**config.mk**
```make
export PLATFORM = sky130hd
export DESIGN_NAME = demux_scan_ctrl
export DESIGN_NICKNAME = d
export VERILOG_FILES = /design/src/rtl/demux_scan_ctrl_pkg.sv /design/src/rtl/demux_next_sel.sv /design/src/rtl/demux_scan_ctrl.sv
export SDC_FILE = /design/constraint.sdc
export NUM_CORES = 1
export LEC_CHECK = 0
export ABC_CLOCK_PERIOD_IN_PS = 2960
export BUFFER_PORTS_ARGS = -buffer_cell sky130_fd_sc_hd__buf_4
export CAP_MARGIN = 20
export CORE_UTILIZATION = 45
export CTS_BUF_LIST = sky130_fd_sc_hd__clkbuf_8
export DETAILED_ROUTE_END_ITERATION = 16
export GPL_TIMING_DRIVEN = 1
export PLACE_DENSITY = 0.67
export RECOVER_POWER = 25
export SKIP_CTS_REPAIR_TIMING = 1
export SYNTH_ARGS = -nofsm -noshare
export SYNTH_HDL_FRONTEND = slang
export SYNTH_SLANG_ARGS = --single-unit
```
**constraint.sdc**
```tcl
create_clock -name clk -period 2.96 [get_ports clk]
set_clock_uncertainty 0.1 [all_clocks]
set_input_delay 0.148 -clock clk [delete_from_list [all_inputs] [get_ports clk]]
set_output_delay 0.148 -clock clk [all_outputs]
set_load 0.05 [all_outputs]
```
**src/rtl/demux_scan_ctrl_pkg.sv**
```systemverilog
// demux_scan_ctrl_pkg
//   Shared definitions for the demux scan controller:
//   - FSM state encodings (IDLE / SHOW / BLANK)
//   - default dwell and blanking lengths
//   - constant helper functions used to size the dwell counter
package demux_scan_ctrl_pkg;

  localparam logic [1:0] ST_IDLE  = 2'd0;
  localparam logic [1:0] ST_SHOW  = 2'd1;
  localparam logic [1:0] ST_BLANK = 2'd2;

  localparam int DEF_PRESCALE  = 50000;
  localparam int DEF_BLANK_CYC = 1000;

  // Ceiling log2; clog2(1) = 0, clog2(2) = 1, clog2(5) = 3.
  function automatic int clog2(input int value);
    int r;
    r = 0;
    for (int i = 0; i < 31; i++) begin
      if ((1 << i) < value) begin
        r = i + 1;
      end
    end
    return r;
  endfunction

  function automatic int max3(input int a, input int b, input int c);
    int m;
    m = (a > b) ? a : b;
    return (m > c) ? m : c;
  endfunction

endpackage

```
**src/rtl/demux_next_sel.sv**
```systemverilog
// demux_next_sel
//   Combinational rotate-priority finder for the scan controller.
//   Ports:
//     mask      in   per-output enable bits
//     cur_sel   in   currently selected output
//     next_sel  out  lowest set mask bit strictly above cur_sel, else the
//                    lowest set mask bit (wrap)
//     wrap      out  1 when no set bit lies above cur_sel and mask != 0
//     none      out  1 when mask is all zero (next_sel is then 0)
module demux_next_sel #(
  parameter int N_OUT = 4,
  parameter int N_SEL = 2
) (
  input  logic [N_OUT-1:0] mask,
  input  logic [N_SEL-1:0] cur_sel,
  output logic [N_SEL-1:0] next_sel,
  output logic             wrap,
  output logic             none
);

  logic [N_SEL-1:0] above_s;
  logic [N_SEL-1:0] low_s;
  logic             found_s;

  // Scan from the top down so the last hit is the lowest qualifying bit.
  always_comb begin
    above_s = {N_SEL{1'b0}};
    low_s   = {N_SEL{1'b0}};
    found_s = 1'b0;
    for (int i = N_OUT - 1; i >= 0; i--) begin
      low_s   = mask[i] ? N_SEL'(i) : low_s;
      above_s = (mask[i] && (i > int'(cur_sel))) ? N_SEL'(i) : above_s;
      found_s = found_s | (mask[i] && (i > int'(cur_sel)));
    end
    none     = ~(|mask);
    next_sel = found_s ? above_s : low_s;
    wrap     = ~found_s & ~none;
  end

endmodule

```
**src/rtl/demux_scan_ctrl.sv**
```systemverilog
// demux_scan_ctrl
//   Time-multiplexing scan controller for a 1-to-N_OUT demux. Each enabled
//   output is driven for PRESCALE cycles, followed by BLANK_CYC cycles of
//   blanking (none when BLANK_CYC = 0), then the next enabled output.
//   Ports:
//     clk         in   system clock, rising edge
//     reset_n     in   asynchronous active-low reset
//     en          in   scan enable (level)
//     mask        in   per-output enable, bit i includes output i
//     sel         out  demux select (registered)
//     demux_in    out  demux data input, 1 drives output sel (registered)
//     digit_tick  out  pulse in the first SHOW cycle of every digit
//     frame_done  out  pulse in the first SHOW cycle of each frame after
//                      the first one
//     onehot_out  out  demux_in << sel, present only with SCAN_ONEHOT_EN
//   Optional feature macro: SCAN_ONEHOT_EN
module demux_scan_ctrl
  import demux_scan_ctrl_pkg::*;
#(
  parameter int N_OUT     = 4,
  parameter int N_SEL     = 2,
  parameter int PRESCALE  = DEF_PRESCALE,
  parameter int BLANK_CYC = DEF_BLANK_CYC
) (
  input  logic             clk,
  input  logic             reset_n,
  input  logic             en,
  input  logic [N_OUT-1:0] mask,
  output logic [N_SEL-1:0] sel,
  output logic             demux_in,
  output logic             digit_tick,
  output logic             frame_done
`ifdef SCAN_ONEHOT_EN
  ,
  output logic [N_OUT-1:0] onehot_out
`endif
);

  localparam int CNT_W = clog2(max3(PRESCALE, BLANK_CYC, 2));
  localparam logic [CNT_W-1:0] CNT_ZERO   = {CNT_W{1'b0}};
  localparam logic [CNT_W-1:0] CNT_ONE    = CNT_W'(1);
  localparam logic [CNT_W-1:0] SHOW_LAST  = CNT_W'(PRESCALE - 1);
  localparam logic [CNT_W-1:0] BLANK_LAST = CNT_W'((BLANK_CYC > 0) ? BLANK_CYC - 1 : 0);
  localparam bit               HAS_BLANK  = (BLANK_CYC > 0);

  logic [1:0]       state_r, state_nxt_s;
  logic [CNT_W-1:0] cnt_r, cnt_nxt_s;
  logic [N_SEL-1:0] sel_r, sel_nxt_s;
  logic             demux_in_r, demux_in_nxt_s;
  logic             digit_tick_r, digit_tick_nxt_s;
  logic             frame_done_r, frame_done_nxt_s;

  logic [N_SEL-1:0] low_sel_s;
  logic [N_SEL-1:0] next_sel_s;
  logic             wrap_s;
  logic             none_s;
  logic             adv_s;

  demux_next_sel #(
    .N_OUT (N_OUT),
    .N_SEL (N_SEL)
  ) u_next_sel (
    .mask     (mask),
    .cur_sel  (sel_r),
    .next_sel (next_sel_s),
    .wrap     (wrap_s),
    .none     (none_s)
  );

  // Lowest enabled output, used when a scan starts from IDLE.
  always_comb begin
    low_sel_s = {N_SEL{1'b0}};
    for (int i = N_OUT - 1; i >= 0; i--) begin
      low_sel_s = mask[i] ? N_SEL'(i) : low_sel_s;
    end
  end

  // Advance point: end of the dwell when blanking is off, else end of blank.
  // This is the only place mask is sampled once a scan is running.
  assign adv_s = en & (((state_r == ST_SHOW) & (cnt_r == SHOW_LAST) & ~HAS_BLANK) |
                       ((state_r == ST_BLANK) & (cnt_r == BLANK_LAST)));

  // Next-state and next-output computation for the scan FSM.
  always_comb begin
    state_nxt_s      = state_r;
    cnt_nxt_s        = cnt_r;
    sel_nxt_s        = sel_r;
    demux_in_nxt_s   = demux_in_r;
    digit_tick_nxt_s = 1'b0;
    frame_done_nxt_s = 1'b0;
    if (!en) begin
      state_nxt_s    = ST_IDLE;
      cnt_nxt_s      = CNT_ZERO;
      demux_in_nxt_s = 1'b0;
    end else if (adv_s) begin
      cnt_nxt_s = CNT_ZERO;
      if (none_s) begin
        state_nxt_s    = ST_IDLE;
        demux_in_nxt_s = 1'b0;
      end else begin
        state_nxt_s      = ST_SHOW;
        sel_nxt_s        = next_sel_s;
        demux_in_nxt_s   = 1'b1;
        digit_tick_nxt_s = 1'b1;
        frame_done_nxt_s = wrap_s;
      end
    end else begin
      case (state_r)
        ST_IDLE: begin
          cnt_nxt_s      = CNT_ZERO;
          demux_in_nxt_s = 1'b0;
          if (|mask) begin
            state_nxt_s      = ST_SHOW;
            sel_nxt_s        = low_sel_s;
            demux_in_nxt_s   = 1'b1;
            digit_tick_nxt_s = 1'b1;
          end else begin
            state_nxt_s = ST_IDLE;
          end
        end
        ST_SHOW: begin
          // The last count only reaches here when blanking is enabled.
          if (cnt_r == SHOW_LAST) begin
            state_nxt_s    = ST_BLANK;
            cnt_nxt_s      = CNT_ZERO;
            demux_in_nxt_s = 1'b0;
          end else begin
            cnt_nxt_s = cnt_r + CNT_ONE;
          end
        end
        ST_BLANK: begin
          cnt_nxt_s      = cnt_r + CNT_ONE;
          demux_in_nxt_s = 1'b0;
        end
        default: begin
          state_nxt_s    = ST_IDLE;
          cnt_nxt_s      = CNT_ZERO;
          demux_in_nxt_s = 1'b0;
        end
      endcase
    end
  end

  // Scan state and registered outputs.
  always_ff @(posedge clk or negedge reset_n) begin
    if (!reset_n) begin
      state_r      <= ST_IDLE;
      cnt_r        <= CNT_ZERO;
      sel_r        <= {N_SEL{1'b0}};
      demux_in_r   <= 1'b0;
      digit_tick_r <= 1'b0;
      frame_done_r <= 1'b0;
    end else begin
      state_r      <= state_nxt_s;
      cnt_r        <= cnt_nxt_s;
      sel_r        <= sel_nxt_s;
      demux_in_r   <= demux_in_nxt_s;
      digit_tick_r <= digit_tick_nxt_s;
      frame_done_r <= frame_done_nxt_s;
    end
  end

  assign sel        = sel_r;
  assign demux_in   = demux_in_r;
  assign digit_tick = digit_tick_r;
  assign frame_done = frame_done_r;

`ifdef SCAN_ONEHOT_EN
  logic [N_OUT-1:0] onehot_nxt_s;
  logic [N_OUT-1:0] onehot_r;

  // Decoded select, built from the same next values as sel/demux_in.
  always_comb begin
    onehot_nxt_s = {N_OUT{1'b0}};
    for (int i = 0; i < N_OUT; i++) begin
      onehot_nxt_s[i] = demux_in_nxt_s & (sel_nxt_s == N_SEL'(i));
    end
  end

  // Registered one-hot output.
  always_ff @(posedge clk or negedge reset_n) begin
    if (!reset_n) begin
      onehot_r <= {N_OUT{1'b0}};
    end else begin
      onehot_r <= onehot_nxt_s;
    end
  end

  assign onehot_out = onehot_r;
`endif

endmodule
```
Yosys cells after proc, flatten, opt, wreduce, memory -nomap -nowiden

Cells that the tools add are included.

Add/subtract/negate cells: 1
Order comparisons: 3
Eq/ne operators: 6
Muxes and demuxes: 32
Bitwise operators: 6
Reduce and logical (&&, ||, !) cells: 8

Operators by type and width:

| kind                  | count |
|---|---|
| $mux 16               | 3 |
| $pmux 16 s2           | 1 |
| $mux 2                | 15 |
| $add 16x1->16 const B | 1 |
| $eq 16x10->1 const B  | 1 |
| $eq 16x16->1 const B  | 1 |
| $mux 1                | 11 |
| $pmux 2 s3            | 1 |
| $gt 2x2->1 const A    | 2 |
| $ne 4x3->1 const B    | 1 |
| $reduce_or 4->1       | 1 |
| $and 1x1->1           | 3 |
| $logic_and 1x1->1     | 3 |
| $ne 3x3->1 const B    | 1 |
| $reduce_and 3->1      | 1 |
| $eq 2x1->1 const B    | 1 |
| $eq 2x2->1 const B    | 1 |
| $gt 1x2->1 const A    | 1 |
| $logic_not 2->1       | 1 |
| $or 1x1->1            | 2 |
| $pmux 1 s2            | 1 |
| $reduce_and 2->1      | 1 |
| $reduce_bool 2->1     | 1 |
| $not 1->1             | 1 |

Bits in registers: 23
Bits of input ports: 7
Logic and storage cells: 62

Depth between registers and ports, before layout

Depth after elaboration: 9
Depth in mapped cells: 8

Modules after synthesis

Synthesis repeated with hierarchy kept, for this count alone.

Cell total of the unflattened synthesis: 144
Area total of the unflattened synthesis: 1,372.6 um^2

By module, submodules not included:

| module          | instances | cells each | area each (um^2) |
|---|---|---|---|
| demux_scan_ctrl | 1         | 128        | 1,281.2 |
| demux_next_sel  | 1         | 16         | 91.3 |

Worst setup path after synthesis

Ideal clock, no wire load.

Path type: reg2reg
From: register cnt_r[4]
To: register sel_r[0], in the netlist sel[0]
Setup time: 0.128 ns
Data arrival time: 2.207 ns
Data required time: 2.732 ns
Path slack: 0.525 ns
Cell stages (with the launch flop): 7
Path buffers: 1
Period minus slack after synthesis: 2.435 ns
Cells stage by stage: dfrtp_1 -> or4_1 -> or3_1 -> buf_2 -> or3_4 -> a21oi_4 -> mux2_1

Word-level cells in the longest chain between the ends: 5
Elaborated cells on any way between the ends: 6

RTL lines:

| item                               | RTL line               | RTL |
|---|---|---|
| start, declared                    | demux_scan_ctrl.sv:47  | `logic [CNT_W-1:0] cnt_r, cnt_nxt_s;` |
| start signal, assigned             | demux_scan_ctrl.sv:155 | `cnt_r <= cnt_nxt_s;` |
| $eq 16x10->1 *                     | demux_scan_ctrl.sv:81  | `((state_r == ST_BLANK) & (cnt_r == BLANK_LAST)));` |
| $and 1x1->1 *                      | demux_scan_ctrl.sv:81  |  |
| $and 1x1->1 *                      | demux_scan_ctrl.sv:80  | `assign adv_s = en & (((state_r == ST_SHOW) & (cnt_r == SHOW_LAST) & ~HAS_BLANK) \|` |
| $reduce_bool 2->1 (no source line) | --                     |  |
| $reduce_and 3->1 (no source line)  | --                     |  |
| end signal, assigned               | demux_scan_ctrl.sv:149 | `sel_r <= {N_SEL{1'b0}};` |
| end signal, assigned               | demux_scan_ctrl.sv:156 | `sel_r <= sel_nxt_s;` |
| end, declared                      | demux_scan_ctrl.sv:48  | `logic [N_SEL-1:0] sel_r, sel_nxt_s;` |

Mark *: on every way between the ends. The rest lies on a longest branch, timed or not.
A chain may end at the register's enable or synchronous reset.

Worst setup path in the final report

Same ends and word-level chain as after synthesis.

==> impl_metrics.xml <==
<?xml version="1.0" encoding="UTF-8"?>
<metrics>
  <group name="flow_run">
    <metric name="drv_cap" unit="">0</metric>
  </group>
  <group name="placement">
    <metric name="place_congestion" unit="">0.765</metric>
    <metric name="detailed_place_hpwl" unit="mm">1.86</metric>
    <metric name="port_buffers" unit="">11</metric>
  </group>
  <group name="logic_synthesis">
    <metric name="library_cells_used_by_synthesis" unit="">37</metric>
    <metric name="netlist_area_before_placement" unit="µm²">1260</metric>
    <metric name="synth_enable_flop_cells" unit="">0</metric>
    <metric name="syn-num-nets" unit="">143</metric>
    <metric name="most_common_flop_cell_mapped_by_yosys" unit="">dfrtp_1</metric>
    <metric name="synthCells" unit="">132</metric>
    <metric name="postSynthRegisterBits" unit="">23</metric>
    <metric name="syn-mean-instance-area" unit="µm²">9.57</metric>
    <metric name="ys_async_sr_fraction" unit="">1.00</metric>
    <metric name="synth_sequential_area_ratio" unit="">0.455</metric>
    <metric name="synthesis.yosys.warnings" unit="">0</metric>
    <metric name="synthDominantAreaCellType" unit="">dfrtp_1</metric>
    <metric name="post-synth-top-area-fraction" unit="">0.455</metric>
    <metric name="synthTopCellsByArea" unit="">dfrtp_1 46%, xnor2_1 8.3%, nor2_1 7.1%</metric>
  </group>
  <group name="cts">
    <metric name="tritoncts" unit="">done</metric>
    <metric name="clock-sinks" unit="">23</metric>
    <metric name="h-tree-depth" unit="">1</metric>
    <metric name="clock_tree.root_cell" unit="">clkbuf_8</metric>
    <metric name="clock_tree.buffer_depth" unit="">2</metric>
    <metric name="clock_latency" unit="ns">0.26</metric>
    <metric name="worst_setup_hold_path_clk_slew" unit="ns">0.08</metric>
    <metric name="cts-buffers-inserted" unit="">3</metric>
  </group>
  <group name="timing">
    <metric name="setup-violations-final" unit="">0</metric>
    <metric name="setup_tns" unit="ns">0</metric>
    <metric name="fin_crit_sh" unit="">0.862</metric>
    <metric name="max_freq" unit="GHz">0.392</metric>
    <metric name="hold_viol" unit="">0</metric>
    <metric name="final.min_clock_period" unit="ns">2.55</metric>
    <metric name="timing.max_slew.rel_slack" unit="">0.171</metric>
    <metric name="worst-slew-pin-transition" unit="ns">1.24</metric>
    <metric name="grt_setup_unrepaired" unit="">no</metric>
    <metric name="drv_slew" unit="">0</metric>
  </group>
  <group name="floorplanning">
    <metric name="start_util" unit="">0.492</metric>
    <metric name="core_region_area" unit="µm²">2570</metric>
    <metric name="fp.dieArea" unit="µm²">3020</metric>
    <metric name="fp.dieH" unit="µm">55.0</metric>
    <metric name="chipWidth" unit="µm">55.0</metric>
    <metric name="io_pins" unit="">12</metric>
    <metric name="placement_rows" unit="">18</metric>
  </group>
  <group name="global_routing">
    <metric name="grt.overflow.total" unit="">0</metric>
    <metric name="grt.total_usage" unit="">0.189</metric>
    <metric name="number_of_antenna_violations_at_the_first_check_in_global_routing" unit="">0</metric>
    <metric name="grt_max_degree" unit="">24</metric>
    <metric name="wire_length_of_the_first_global_routing_pass" unit="mm">4.06</metric>
    <metric name="grt_pass1_vias" unit="">934</metric>
  </group>
  <group name="drt">
    <metric name="detail_route.vias_per_cell" unit="">5.66</metric>
    <metric name="antenna_violating_nets_post_route" unit="">0</metric>
    <metric name="detailedRoute.firstPassIterationCount" unit="">4</metric>
    <metric name="routed_wl" unit="mm">2.56</metric>
    <metric name="count_of_vias_placed_by_the_detailed_router" unit="">996</metric>
    <metric name="drt_first_iter_violations" unit="">18</metric>
    <metric name="post-route-drc-count" unit="">0</metric>
    <metric name="wl_per_cell" unit="µm">14.5</metric>
  </group>
  <group name="power">
    <metric name="share_clk_of_total_power" unit="">0.212</metric>
    <metric name="p_int" unit="W">0.000571</metric>
    <metric name="pwr-share-comb" unit="">0.365</metric>
    <metric name="static-leakage-power" unit="nW">0.592</metric>
    <metric name="power.ir.vdd_worst" unit="mV">0.417</metric>
    <metric name="switching_share" unit="">0.378</metric>
    <metric name="switching_power" unit="W">0.000348</metric>
    <metric name="pwr-share-seq" unit="">0.423</metric>
    <metric name="powerDensity" unit="nW/µm²">645</metric>
  </group>
  <group name="worst_setup_path">
    <metric name="critical-path-slowest-cell" unit="">or4_1</metric>
    <metric name="reg2reg_setup_slack" unit="ns">0.41</metric>
    <metric name="cp_max_fo" unit="">7</metric>
    <metric name="critPathRequiredTime" unit="ns">3.00</metric>
    <metric name="timing.critical_path.cells" unit="">or4_1 &gt; or3_1 &gt; or3_4 &gt; a21oi_4 &gt; mux2_1</metric>
    <metric name="startpoint_type" unit="">register</metric>
    <metric name="crit_arrival" unit="ns">2.59</metric>
    <metric name="critical-path-max-stage-delay" unit="ns">0.51</metric>
    <metric name="timing.critical_path.from" unit="">cnt_r[4]$_DFF_PN0_</metric>
    <metric name="critical_setup_path_kind" unit="">register to register</metric>
    <metric name="setup.worst_path.end_class" unit="">register</metric>
    <metric name="worst_r2r_endpoint" unit="">sel[0]$_DFFE_PN0P_</metric>
    <metric name="critPathCapture" unit="">sel[0]$_DFFE_PN0P_</metric>
    <metric name="r2r_cells" unit="">5</metric>
    <metric name="critical_path.reg2reg.startpoint" unit="">cnt_r[4]$_DFF_PN0_</metric>
  </group>
  <group name="layout">
    <metric name="fin_util" unit="">0.555</metric>
    <metric name="diodes" unit="">0</metric>
    <metric name="fillers" unit="">237</metric>
    <metric name="final_nets" unit="">158</metric>
    <metric name="layout_commonest_cell" unit="">nor2_1</metric>
    <metric name="layout.cells.most_common_list" unit="">24 x nor2_1, 23 x dfrtp_1, 12 x xnor2_1</metric>
    <metric name="synthToLayoutAreaGrowth" unit="%">12.7</metric>
    <metric name="drive_above_1_share" unit="">0.144</metric>
  </group>
  <group name="hold_path">
    <metric name="hold_path.class" unit="">primary input to register</metric>
  </group>
  <group name="run_status">
    <metric name="outcome" unit="">complete, no violations</metric>
  </group>
</metrics>
-- metrics by stage --
step / total power (W) / instance area, µm² / worst slack (ns) / std cells / hold slack (ns)
floorplan: 0.000634 / 1260 / 0.525 / 132 / -0.248
global placement: 0.000723 / 1370 / 0.496 / 171 / -0.0413
detailed placement: 0.000727 / 1370 / 0.429 / 171 / -0.0389
CTS: 0.000931 / 1420 / 0.400 / 175 / -0.331
global route: 0.000977 / 1420 / 0.282 / 176 / 0.188
finish: 0.000919 / 1420 / 0.410 / 176 / 0.153
-- state kept, by name, indices dropped and copies added, names as in the netlist --
register    flops
frame_done      1
sel             2
digit_tick      1
cnt_r          16
demux_in        1
state_r         2
-- cells in the mapped netlist (2+ instances only) --
cell and number:
nor2_1 24, dfrtp_1 23, xnor2_1 12, inv_1 8, nand2_1 7, and3_1 6
nor3_1 5, a21oi_1 4, ha_1 4, nand3_1 4, o21ai_0 3, mux2_2 2
nand4_1 2, nor3b_1 2, nor4_1 2, o31ai_1 2, or3_1 2
-- per-layer routing --
metal | GRT usage | part of all wire | wire (µm) | vias to the layer above
li1 | - | - | - | 484
met1 | 0.239 | 0.48 | 1230 | 494
met2 | 0.331 | 0.49 | 1240 | 16
met3 | 0.0191 | 0.028 | 72 | 2
met4 | 0.0708 | 0.0051 | 13 | 0
met5 | 0 | 0 | 0 | -
-- critical path, delay by kind of cell (launching register included) --
family	cells	cell delay (ns)
AO/OA/AOI/OAI	1	0.20
flip-flops	1	0.41
AND/OR/NAND/NOR	3	1.37
multiplexers	1	0.35
-- final cells by class --
| type | instances | area, µm² | share of cell area |
|---|---|---|---|
| timing repair buffer | 12 | 88.8 | 0.0624 |
| clock inverter | 1 | 5.00 | 0.00351 |
| sequential | 23 | 576 | 0.404 |
| multi-input combinational | 99 | 646 | 0.453 |
| inverter | 8 | 30.0 | 0.0211 |
| clock buffer | 3 | 41.3 | 0.0290 |
| tap | 30 | 37.5 | 0.0264 |
-- cells by family (layout without fill, tap and decap cells) --
family          Yosys count  count (layout)  share of synthesized area
compound gates           18              18                      0.107
xor+xnor                 13              13                     0.0901
fa+ha+maj                 4               4                     0.0396
buf+inv                  10              24                     0.0337
flops                    23              23                      0.455
mux                       3               3                     0.0267
simple gates             61              61                      0.248
-- power by group through the flow --
stage               logic (W)  clock network [W]  registers [W]
floorplan            0.000162                  0       0.000472
global placement     0.000329                  0       0.000395
detailed placement   0.000332                  0       0.000394
CTS                  0.000339           0.000204       0.000388
global route         0.000368           0.000213       0.000396
finish               0.000336           0.000194       0.000389
-- worst min-delay path by stage --
| stage | from | end | cells after the start |
|---|---|---|---|
| final | mask[0] | sel[1]$_DFFE_PN0P_ | 4 |
| after global routing | en | digit_tick$_DFF_PN0_ | 3 |
| after CTS | reset_n | digit_tick$_DFF_PN0_ | 1 |
| after detailed placement | reset_n | digit_tick$_DFF_PN0_ | 1 |
| after global placement | reset_n | demux_in$_DFFE_PN0P_ | 1 |
| after floorplan | reset_n | cnt_r[0]$_DFF_PN0_ | 0 |
No activity file was read; power rests on OpenSTA's default activity.
